**src/rtl/rx_sync_if.sv**
```systemverilog
// Handshake bundle between the TX half, rx_sync and the downstream consumer.
// The master side is the TX half plus the consumer; rx_sync is the slave.
interface rx_sync_if #(
    parameter int unsigned WIDTH   = 8,
    parameter int unsigned COUNT_W = 16
);
    logic               tx;
    logic [WIDTH-1:0]   data;
    logic               rx_a;
    logic [WIDTH-1:0]   out;
    logic               out_valid;
    logic               out_ready;
    logic [COUNT_W-1:0] rx_count;

    modport master (
        output tx, data, out_ready,
        input  rx_a, out, out_valid, rx_count
    );

    modport slave (
        input  tx, data, out_ready,
        output rx_a, out, out_valid, rx_count
    );
endinterface

```
**src/rtl/rx_sync.sv**
```systemverilog
// Receive half of a toggle-handshake clock-domain crossing: captures the TX word
// when the synchronised request toggles, then offers it downstream via valid/ready.
module rx_sync #(
    parameter int unsigned WIDTH     = 8,
    parameter int unsigned EARLY_ACK = 1,
    parameter int unsigned COUNT_W   = 16
) (
    input  logic     clk,
    input  logic     rst,
    rx_sync_if.slave bus
);
    localparam bit early_ack_en = (EARLY_ACK != 0);

    typedef enum logic {
        S_EMPTY = 1'b0,
        S_FULL  = 1'b1
    } state_e;

    state_e             state_q;
    logic               tx1_q;
    logic               tx2_q;
    logic               seen_q;
    logic               rx_a_q;
    logic [WIDTH-1:0]   out_q;
    logic [COUNT_W-1:0] count_q;
    logic               pending_c;

    // A request is outstanding whenever the synchronised toggle differs from the last one taken.
    assign pending_c = tx2_q ^ seen_q;

    always_ff @(posedge clk or posedge rst) begin
        if (rst) begin
            state_q <= S_EMPTY;
            tx1_q   <= 1'b0;
            tx2_q   <= 1'b0;
            seen_q  <= 1'b0;
            rx_a_q  <= 1'b0;
            out_q   <= '0;
            count_q <= '0;
        end else begin
            tx1_q <= bus.tx;
            tx2_q <= tx1_q;
            case (state_q)
                S_EMPTY: begin
                    if (pending_c) begin
                        out_q   <= bus.data;
                        seen_q  <= ~seen_q;
                        count_q <= count_q + COUNT_W'(1);
                        state_q <= S_FULL;
                        if (early_ack_en) begin
                            rx_a_q <= ~rx_a_q;
                        end
                    end
                end
                S_FULL: begin
                    if (bus.out_ready) begin
                        if (early_ack_en && pending_c) begin
                            // Consume and reload on the same edge keeps the stream bubble-free.
                            out_q   <= bus.data;
                            seen_q  <= ~seen_q;
                            rx_a_q  <= ~rx_a_q;
                            count_q <= count_q + COUNT_W'(1);
                        end else begin
                            state_q <= S_EMPTY;
                            if (!early_ack_en) begin
                                rx_a_q <= ~rx_a_q;
                            end
                        end
                    end
                end
                default: state_q <= S_EMPTY;
            endcase
        end
    end

    assign bus.rx_a      = rx_a_q;
    assign bus.out       = out_q;
    assign bus.out_valid = (state_q == S_FULL);
    assign bus.rx_count  = count_q;
endmodule
```
**src/flat_wrapper.sv**
```systemverilog
// flat-port wrapper written by rule: the top's interface ports become plain ports
module rx_sync_flat 
#(
    parameter int unsigned WIDTH     = 8,
    parameter int unsigned EARLY_ACK = 1,
    parameter int unsigned COUNT_W   = 16
)
  (clk, rst, bus_tx, bus_data, bus_out_ready, bus_rx_a, bus_out, bus_out_valid, bus_rx_count);
  rx_sync_if #(.WIDTH(WIDTH), .COUNT_W(COUNT_W)) bus_i ();
  input  logic clk;
  input  logic rst;
  input wire logic [$bits(bus_i.tx)-1:0] bus_tx;
  input wire logic [$bits(bus_i.data)-1:0] bus_data;
  input wire logic [$bits(bus_i.out_ready)-1:0] bus_out_ready;
  output wire logic [$bits(bus_i.rx_a)-1:0] bus_rx_a;
  output wire logic [$bits(bus_i.out)-1:0] bus_out;
  output wire logic [$bits(bus_i.out_valid)-1:0] bus_out_valid;
  output wire logic [$bits(bus_i.rx_count)-1:0] bus_rx_count;
  assign bus_i.tx = bus_tx;
  assign bus_i.data = bus_data;
  assign bus_i.out_ready = bus_out_ready;
  assign bus_rx_a = bus_i.rx_a;
  assign bus_out = bus_i.out;
  assign bus_out_valid = bus_i.out_valid;
  assign bus_rx_count = bus_i.rx_count;
  rx_sync #(.WIDTH(WIDTH), .EARLY_ACK(EARLY_ACK), .COUNT_W(COUNT_W)) u_core (.clk(clk), .rst(rst), .bus(bus_i));
endmodule
```
**config.mk**
```make
export PLATFORM = sky130hd
export DESIGN_NAME = rx_sync_flat
export DESIGN_NICKNAME = d
export VERILOG_FILES = /design/src/rtl/rx_sync_if.sv /design/src/rtl/rx_sync.sv /design/src/flat_wrapper.sv
export SDC_FILE = /design/constraint.sdc
export NUM_CORES = 1
export LEC_CHECK = 0
export BUFFER_PORTS_ARGS = -buffer_cell sky130_fd_sc_hd__buf_4
export CAP_MARGIN = 0
export CELL_PAD_IN_SITES_DETAIL_PLACEMENT = 1
export CELL_PAD_IN_SITES_GLOBAL_PLACEMENT = 2
export CORE_MARGIN = 2
export CORE_UTILIZATION = 33
export DETAILED_ROUTE_END_ITERATION = 7
export PLACE_DENSITY_LB_ADDON = 0.1
export SLEW_MARGIN = 20
export SYNTH_ARGS = -nofsm -noshare
export SYNTH_HDL_FRONTEND = slang
export SYNTH_SLANG_ARGS = --single-unit
```
**constraint.sdc**
```tcl
create_clock -name clk -period 1.8 [get_ports clk]
set_clock_uncertainty 0.05 [all_clocks]
set_input_delay 0.09 -clock clk [delete_from_list [all_inputs] [get_ports clk]]
set_output_delay 0.09 -clock clk [all_outputs]
set_load 0.05 [all_outputs]
```
Yosys cells after proc, flatten, opt, wreduce, memory -nomap -nowiden
Cells that the tools add are included.
Widths: inputs -> output; s select.

cells by class
  add/subtract/negate cells = 1
  multipliers = 0
  divide/modulo/power cells = 0
  magnitude comparators = 0
  eq/ne operators = 1
  shift-type cells = 0
  mux-type cells = 15
  bitwise gates (word level) = 4
  reduce and logical (&&, ||, !) cells = 0

operators with widths
  cell                   number
  $mux 16                2
  $pmux 16 s2            1
  $add 16x1->16 const B  1
  $mux 8                 2
  $pmux 8 s2             1
  $mux 1                 6
  $pmux 1 s2             3
  $not 1->1              3
  $ne 2x2->1 const B     1
  $xor 1x1->1            1

word-level totals
  bits in registers = 29
  latch bits = 0
  memory bits (writable) = 0
  ROM bits = 0
  input port bits = 12
  output and inout port bits = 26
  memories = 0

Logic depth before layout (Yosys ltp)
Gate-level depths: netlist of run 1.

  depth in word-level cells = 4
  depth in mapped cells = 6
  gate-level depth less buffers = 4

Worst setup path before layout of run 1
OpenSTA, ideal clock, no wires.

  path kind = register to register
  start point = register u_core.state_q, in the netlist u_core.bus.out_valid
  end point = register u_core.out_q[0], in the netlist u_core.bus.out[0]
  arrival time = 1.577 ns
  required time = 1.623 ns
  path slack = 0.045 ns
  stages on the path, launching flop included = 6
  path buffers = 2
  period minus slack after synthesis = 1.755 ns
  path through = dfrtp_1 -> nand2b_1 -> and2_1 -> buf_4 -> buf_8 -> mux2_1

between the ends
  cells in the longest elaborated chain, start to end = 2
  elaborated cells on any way between the ends = 3
  classes of those cells = eq/ne (1); mux (1); bitwise (1)

RTL lines
  what                    line           source
  start, declared         rx_sync.sv:19  state_e state_q;
  start signal, assigned  rx_sync.sv:33  state_q <= S_EMPTY;
  start signal, assigned  rx_sync.sv:49  state_q <= S_FULL;
  start signal, assigned  rx_sync.sv:64  state_q <= S_EMPTY;
  $not 1->1               -
  $pmux 8 s2              rx_sync.sv:43  case (state_q)
  end signal, assigned    rx_sync.sv:46  out_q <= bus.data;
  end signal, assigned    rx_sync.sv:59  out_q <= bus.data;
  end, declared           rx_sync.sv:24  logic [WIDTH-1:0] out_q;

Several ways; a longest one is shown, not always the timed one.
A chain may end at the register's enable or synchronous reset.

Worst setup path after layout of run 1
  start point = register u_core.seen_q
  end point = register u_core.out_q[1], in the netlist u_core.bus.out[1]

between the ends
  cells in the longest elaborated chain, start to end = 4

RTL lines
  what                    line           source
  start, declared         rx_sync.sv:22  logic seen_q;
  start signal, assigned  rx_sync.sv:47  seen_q <= ~seen_q;
  start signal, assigned  rx_sync.sv:60  seen_q <= ~seen_q;
  $xor 1x1->1 *           rx_sync.sv:29  assign pending_c = tx2_q ^ seen_q;
  $mux 8 *                -
  $mux 8                  -
  $pmux 8 s2 *            -

Every way passes the cells marked *; elsewhere a longest branch is shown, timed or not. The select of a mux whose other input is x is not followed.

==> impl_metrics.ini, run 1 <==
[outcome]
status = finished clean

[synthesis]
ys_warn_count = 0
synth-seq-cells = 29
netlist_instances = 91
synth.net_count = 104
netlist_area_um2 = 1270
syn_avg_cell_area_um2 = 14.0
ys_types = 25
ys_seq_area_frac = 0.570

[worst_setup_path]
worstSetupStartpointType = flip-flop
worstPathRequired_ns = 1.90
crit_arrival_ns = 1.63
cp_max_fo = 7
path_class = reg -> reg
worst_setup_path_end_kind = flip-flop

[timing]
final-setup-viol-count = 0
max_slew_margin = 0.760
grt_setup_unrepaired = false
fmaxAchievable_ghz = 0.655
fin_crit_ns = 1.53
tns_ns = 0
finalMaxSlewViolations = 0
timing.final.crit_share = 0.849
worst_pin_slew_ns = 0.361
finalHoldViolations = 0

[cells_and_area]
area_growth_pct = 41.3
drive_gt1_frac = 0.446
final-seq-area_um2 = 726
multi_input_area_um2 = 509
final_cell_area_um2 = 1800
nFillCells = 398
final_cell_mix = buf_4 (41), dfrtp_1 (29), dlygate4sd3_1 (10)
num-nets-final = 160
layout_commonest_cell = buf_4
diodes = 0

[global_routing]
antenna_found_initial = 0
grt_pass1_vias = 960
grt_usage = 0.135
grt_max_degree = 30
grt_overflow = 0
grt_first_pass_wirelength_um = 4280

[detailed_routing]
drc = 0
drt_iter0_markers = 18
routedWlPerCell_um = 12.7
ant_nets = 0
vias = 891
routed_wl_um = 2480
via_per_inst = 4.55
first_pass_iters = 4

[floorplan]
die_w_um = 66.1
core_um2 = 3690
fp.dieH_um = 66.1
io_pins = 38
start_util = 0.345
die_area_um2 = 4370
rows = 22

[clocking]
clockBufferDepth = 2
cts-buffers-inserted = 5
postCtsResizedCells = 0
cts.clk_slew.worst_paths_ns = 0.06
hold_buffers = 10
clk_latency_ns = 0.27
post_cts_buffers = 0
cts_max_level = 2
cts.sinks = 29
cts_tree = built
cts_root_buf = clkbuf_8

[power_and_ir_drop]
p_leak_uw = 0.000874
vdd.ir_drop.worst_mv = 0.830
power_density_nw_per_um2 = 1420

[min_path]
hp-class = in -> reg

[place]
place.detailed.hpwl_um = 1850
place_area_um2 = 1620
numPortBuffers = 37
place.gp.congestion = 0.719

[run]
maxCapViolations = 0
==> metal layers <==
layer	global-route usage	share of wire	vias up
met5	0	0	-
li1	-	-	413
met4	0.0765	0.019	0
met2	0.229	0.52	32
met3	0.0511	0.065	4
met1	0.144	0.40	442
==> stage by stage <==
| step | instances | utilization | power [uW] | setup WS [ns] | hold WS, ns |
|---|---|---|---|---|---|
| 6_report | 196 | 0.487 | 2560 | 0.272 | 0.169 |
| 2_1_floorplan | 91 | - | 1720 | 0.0451 | 0.0714 |
| 3_3_place_gp | 178 | 0.439 | 2050 | 0.288 | 0.144 |
| 4_1_cts | 196 | 0.487 | 2600 | 0.251 | 0.171 |
| 3_5_place_dp | 178 | 0.439 | 2070 | 0.258 | 0.152 |
| 5_1_grt | 196 | 0.487 | 2700 | 0.165 | 0.191 |
==> critical path, stage by stage, from the launching register on <==
cell	delay (ns)
dfrtp_1	0.41
xor2_2	0.25
and2_1	0.18
buf_4	0.18
mux2_1	0.34
==> synthesized netlist by cell type <==
cell      instances  area share
dfrtp_1          29        0.57
xor2_1            9       0.062
mux2_2            7       0.062
xnor2_1           6       0.041
inv_1             4       0.012
nand3_2           4       0.031
nor3_1            4       0.016
mux2_1            3       0.027
nand2_1           3      0.0088
nor2_1            3      0.0088
and2_1            2      0.0098
nand2b_1          2      0.0098
nand3_1           2      0.0079
nor4_2            2       0.020
and4_4            1      0.0088
buf_4             1      0.0059
buf_8             1       0.012
ha_1              1      0.0098
nand2_4           1      0.0088
nand4_1           1      0.0049
nand4_4           1       0.017
nor4_4            1       0.017
or2_2             1      0.0049
xnor2_2           1       0.013
xor2_2            1       0.013
==> logic make-up (layout without fill, tap and decap cells) <==
kind of cell / after synthesis / count (layout) / share of synthesized area
adders and majority gates: 1 / 1 / 0.00983
DFF: 29 / 29 / 0.570
muxes: 10 / 10 / 0.0885
buffers and inverters: 6 / 63 / 0.0295
and+or+nand+nor: 28 / 28 / 0.173
xor gates and xnor gates: 17 / 17 / 0.129
==> state kept, by name, summed over array words and instances (netlist names) <==
register / count
u_core.tx1_q: 1
u_core.seen_q: 1
u_core.bus.out: 8
u_core.bus.rx_a: 1
u_core.bus.rx_count: 16
u_core.bus.out_valid: 1
u_core.tx2_q: 1
==> where the power goes <==
group | switching, uW | total, uW | internal [uW]
logic | 745 | 1140 | 391
registers | 125 | 925 | 800
clock network | 221 | 495 | 274
==> final timing paths <==
kind / slack, ns / endpoint / cells past startpoint / from
max: 0.27 / u_core.bus.out[1] / 4 / u_core.seen_q
min: 0.17 / u_core.bus.out_valid / 3 / bus_out_ready
max reg2reg: 0.27 / u_core.bus.out[1] / 4 / u_core.seen_q
min reg2reg: 0.30 / u_core.tx2_q / 0 / u_core.tx1_q
max in group asynchronous: 1.04 / u_core.bus.out[6] / 4 / rst
min in group asynchronous: 0.39 / u_core.bus.rx_count[13] / 4 / rst
==> final cells by class <==
cell class	instances	share of cell area
Sequential cell	29	0.404
Multi-Input combinational cell	56	0.283
Timing Repair Buffer	51	0.227
Inverter	4	0.00835
Clock buffer	8	0.0445
Tap cell	48	0.0334
(Power assumes the default switching activity.)
==> inputs of run 2 (changes only) <==
--- a/config.mk
+++ b/config.mk
@@ -10,7 +10,7 @@
 export CELL_PAD_IN_SITES_DETAIL_PLACEMENT = 1
 export CELL_PAD_IN_SITES_GLOBAL_PLACEMENT = 2
 export CORE_MARGIN = 2
-export CORE_UTILIZATION = 33
+export CORE_UTILIZATION = 30
 export DETAILED_ROUTE_END_ITERATION = 7
 export PLACE_DENSITY_LB_ADDON = 0.1
 export SLEW_MARGIN = 20
==> constraint.sdc (replaced) <==
create_clock -name clk -period 1.25 [get_ports clk]
set_clock_uncertainty 0.05 [all_clocks]
set_input_delay 0.0625 -clock clk [delete_from_list [all_inputs] [get_ports clk]]
set_output_delay 0.0625 -clock clk [all_outputs]
set_load 0.05 [all_outputs]
==> impl_metrics.ini, run 2 (synthesis results as in run 1) <==
[timing]
final-setup-viol-count = 25
fin_crit_ns = 1.45
finalMaxSlewViolations = 0
finalHoldViolations = 0
timing.final.crit_share = 1.16
worst_pin_slew_ns = 0.379
max_slew_margin = 0.747
grt_setup_unrepaired = true
layout_setup_ws_ns = -0.195
fmaxAchievable_ghz = 0.692

[floorplan]
core_um2 = 4030
die_w_um = 69.1
io_pins = 38
fp.dieH_um = 69.1
start_util = 0.316
die_area_um2 = 4780
rows = 23

[worst_setup_path]
worstPathRequired_ns = 1.37
cp.depth = 4
cpLargestDelayFamily = flip-flops
cp_num_buf_inv = 1
cp_max_fo = 7
worstSetupStartpointType = flip-flop
worst_setup_path_end_kind = flip-flop
r2r_cells = 4
path_cells = xor2_2, buf_6, and2_4, mux2_4
r2r_slack_ns = -0.20
critPathMaxStageDelay_ns = 0.40
rr_startpoint = u_core.seen_q
crit_slowest_cell = dfrtp_1
crit_arrival_ns = 1.56
regToRegEndpoint = u_core.bus.out[0]
path_class = reg -> reg

[cells_and_area]
final_cell_area_um2 = 2170
final_cell_mix = buf_4 (54), dfrtp_1 (17), dfrtp_2 (12)
layoutNonFillerInstCount = 218
num-nets-final = 180
drive_gt1_frac = 0.702
layout_commonest_cell = buf_4
diodes = 0
largest_reg_flops = 16
area_growth_pct = 70.4

[clocking]
cts_tree = built
clockBufferDepth = 2
cts_root_buf = clkbuf_8
clk_latency_ns = 0.28
cts-buffers-inserted = 5
cts.sinks = 29
cts.clk_slew.worst_paths_ns = 0.06
cts_max_level = 2

[detailed_routing]
vias = 985
routedWlPerCell_um = 14.4
drt_iter0_markers = 29
drc = 0
routed_wl_um = 3140
ant_nets = 0
via_per_inst = 4.52
first_pass_iters = 2

[power_and_ir_drop]
vdd.ir_drop.worst_mv = 1.25
power_density_nw_per_um2 = 2000
p_leak_uw = 0.00103
p_total_uw = 4330

[global_routing]
grt_usage = 0.149
grt_max_degree = 30
grt_first_pass_wirelength_um = 5420
antenna_found_initial = 0
grt_pass1_vias = 1097
grt_overflow = 0

[outcome]
status = finished with violations
violations = setup timing

[place]
place.detailed.hpwl_um = 2050
pre_cts_slack_ns = -0.314
place.gp.congestion = 0.753
place_area_um2 = 1810
numPortBuffers = 37
place_inst = 197

[min_path]
hold_start = bus_out_ready
hp-class = in -> reg
hold_end = u_core.bus.out_valid
hold_depth = 4

[run]
maxCapViolations = 0
==> run 2: changes by cell type in the layout (fill, tap and decap cells not counted), moves of 3 or more <==
cell      previous run  this run
buf_6                0         6
dfrtp_1             29        17
buf_4               41        54
and2_4               0         3
mux2_4               0         9
nor3_2               0         3
clkbuf_1             3         0
mux2_1               3         0
nor2_1               3         0
nor3_1               4         0
dfrtp_2              0        12
mux2_2               7         1
==> run 2: worst max-delay path by stage <==
stage	slack (ns)	endpoint	start
after floorplan	-0.26	u_core.bus.out[0]	u_core.bus.out_valid
after global placement	-0.24	u_core.bus.rx_count[1]	u_core.tx2_q
after detailed placement	-0.31	u_core.bus.rx_count[14]	u_core.tx2_q
after CTS	-0.21	u_core.bus.out[0]	u_core.seen_q
after global routing	-0.26	u_core.bus.out[0]	u_core.seen_q
final	-0.20	u_core.bus.out[0]	u_core.seen_q
==> run 2: cell type report <==
cell class | instances | area [um2]
multi-input cells | 57 | 676
repair buffers | 70 | 573
well taps | 50 | 62.6
clock buffers | 7 | 96.3
flip-flops and latches | 29 | 741
inverters | 4 | 15.0
clock inverters | 1 | 5.00
fillers | 433 | 1860
==> run 2: through the flow <==
stage | TNS [ns] | utilization | hold WS (ns)
floorplan | -4.48 | - | 0.0439
global placement | -4.20 | 0.449 | 0.113
detailed placement | -5.04 | 0.449 | 0.127
CTS | -3.44 | 0.532 | 0.172
global route | -5.10 | 0.538 | 0.195
finish | -3.21 | 0.538 | 0.179
==> run 2: worst min-delay path, stage by stage <==
cell and delay (ns):
buf_4 0.08, nand2b_4 0.16, buf_4 0.13, nand2b_1 0.04
==> run 2: layer usage <==
metal / part of all wire / GRT usage / wire length (um) / up-vias
li1: - / - / - / 456
met1: 0.39 / 0.167 / 1220 / 498
met2: 0.54 / 0.255 / 1710 / 25
met3: 0.045 / 0.0468 / 142 / 6
met4: 0.022 / 0.0719 / 68 / 0
met5: 0 / 0 / 0 / -
==> run 2: where the power goes <==
group	internal, uW	leakage, uW	switching, uW	total, uW
logic	894	0.000640	1250	2150
registers	1170	0.000333	165	1330
clock network	497	0.0000542	354	850
==> run 2: what timing repair did <==
item,CTS,global route
resized for setup,24,4
buffers inserted,2,0
hold endpoints to repair,38,0
cloned,1,0
setup endpoints to repair,25,25
hold buffers,10,0
pin swaps,20,3
==> inputs of run 3 (changes only) <==
--- a/config.mk
+++ b/config.mk
@@ -11,6 +11,7 @@
 export CELL_PAD_IN_SITES_GLOBAL_PLACEMENT = 2
 export CORE_MARGIN = 2
 export CORE_UTILIZATION = 30
+export CTS_BUF_LIST = sky130_fd_sc_hd__clkbuf_4 sky130_fd_sc_hd__clkbuf_8 sky130_fd_sc_hd__clkbuf_16
 export DETAILED_ROUTE_END_ITERATION = 7
 export PLACE_DENSITY_LB_ADDON = 0.1
 export SLEW_MARGIN = 20
==> constraint.sdc (replaced) <==
create_clock -name clk -period 1.25 [get_ports clk]
set_clock_uncertainty 0.05 [all_clocks]
set_input_delay 0.0625 -clock clk [delete_from_list [all_inputs] [get_ports clk]]
set_output_delay 0.0625 -clock clk [all_outputs]
set_load 0.1 [all_outputs]
==> impl_metrics.ini, run 3 (synthesis results as in run 1) <==
[power_and_ir_drop]
p_sw_uw = 2600
p_comb_frac = 0.595
p_leak_uw = 0.00108
internal-power_uw = 2670
power_density_nw_per_um2 = 2300
vdd.ir_drop.worst_mv = 1.47
clkPwrFrac = 0.143
swShare = 0.493
seqPwrFrac = 0.262

[worst_setup_path]
worstPathRequired_ns = 1.36
path_class = reg -> reg
worst_setup_path_end_kind = flip-flop
cp_max_fo = 7
worstSetupStartpointType = flip-flop
crit_arrival_ns = 1.60

[clocking]
cts_max_level = 2
cts-buffers-inserted = 5
cts_tree = built
cts.sinks = 29
cts_root_buf = clkbuf_8
clockBufferDepth = 2
clk_latency_ns = 0.27
cts.clk_slew.worst_paths_ns = 0.06

[detailed_routing]
vias = 972
drt_iter0_markers = 36
via_per_inst = 4.42
routed_wl_um = 3160
drc = 0
ant_nets = 0
first_pass_iters = 4
routedWlPerCell_um = 14.3

[timing]
layout_setup_ws_ns = -0.239
grt_setup_unrepaired = true
max_slew_margin = 0.744
tns_ns = -4.47
timing.final.crit_share = 1.19
worst_pin_slew_ns = 0.384
fmaxAchievable_ghz = 0.672
finalHoldViolations = 0
fin_crit_ns = 1.49
final-setup-viol-count = 25
finalMaxSlewViolations = 0

[global_routing]
grt_max_degree = 30
grt_pass1_vias = 1090
antenna_found_initial = 0
grt_first_pass_wirelength_um = 5290
grt_overflow = 0
grt_usage = 0.148

[cells_and_area]
num-nets-final = 182
drive_gt1_frac = 0.741
final_cell_mix = buf_4 (44), buf_6 (16), dfrtp_1 (11), dfrtp_4 (11), dlygate4sd3_1 (10)
diodes = 0
largest_reg_flops = 16
area_growth_pct = 79.8
layout_commonest_cell = buf_4
utilization = 0.568

[outcome]
violations = setup timing
status = finished with violations

[min_path]
hp-class = in -> reg

[floorplan]
core_um2 = 4030
io_pins = 38
rows = 23
start_util = 0.316
die_w_um = 69.1
die_area_um2 = 4780
fp.dieH_um = 69.1

[place]
numPortBuffers = 37
place.detailed.hpwl_um = 2070
pre_cts_slack_ns = -0.303
place.gp.congestion = 0.674

[run]
maxCapViolations = 0
[run 3: critical path, stage by stage, from the launching register on]
cell and delay [ns]:
dfrtp_2 0.44, xor2_4 0.28, and2_4 0.29, mux2_4 0.32
[run 3: cell type report]
cell class | instances | area, um2
clock buffers | 6 | 76.3
clock inverters | 2 | 10.0
fillers | 401 | 1740
inverters | 4 | 15.0
multi-input cells | 57 | 698
flip-flops and latches | 29 | 776
well taps | 50 | 62.6
repair buffers | 72 | 651
[run 3: layer usage]
layer | up-vias | track usage | wire length (um)
li1 | 460 | - | -
met1 | 484 | 0.170 | 1260
met2 | 26 | 0.247 | 1720
met3 | 2 | 0.0468 | 135
met4 | 0 | 0.0719 | 38
met5 | - | 0 | 0
[run 3: final timing paths]
kind | startpoint | endpoint | slack, ns | depth (start not counted)
worst min register to register | u_core.tx1_q | u_core.tx2_q | 0.30 | 0
worst max register to register | u_core.seen_q | u_core.bus.out[4] | -0.24 | 3
min in group asynchronous | rst | u_core.bus.rx_count[15] | 0.38 | 4
max in group asynchronous | rst | u_core.bus.rx_count[0] | 0.45 | 4
worst max-delay path | u_core.seen_q | u_core.bus.out[4] | -0.24 | 3
worst min-delay path | bus_out_ready | u_core.bus.out_valid | 0.19 | 4
[run 3: power by group through the flow]
stage	logic, uW	registers [uW]	clock network, uW
4_1_cts	3020	1380	794
2_1_floorplan	520	2920	0
5_1_grt	3260	1420	832
3_5_place_dp	2730	1380	0
3_3_place_gp	2710	1370	0
6_report	3140	1380	754
[run 3: repair_timing]
| action | 4_1_cts | 5_1_grt |
|---|---|---|
| endpoints found under the setup margin | 34 | 29 |
| buffers inserted | 4 | 3 |
| pin swaps | 17 | 16 |
| gates cloned | 1 | 0 |
| hold endpoints to repair | 38 | 0 |
| hold buffers | 10 | 0 |
| gates resized for setup | 31 | 14 |
[run 3: through the flow]
| stage | hold slack [ns] | total power, uW | area [um2] | std cells |
|---|---|---|---|---|
| detailed placement | 0.125 | 4120 | 1860 | 195 |
| floorplan | 0.0439 | 3440 | 1400 | 91 |
| finish | 0.188 | 5270 | 2290 | 220 |
| global placement | 0.113 | 4080 | 1860 | 195 |
| global route | 0.200 | 5510 | 2290 | 220 |
| CTS | 0.189 | 5190 | 2220 | 218 |
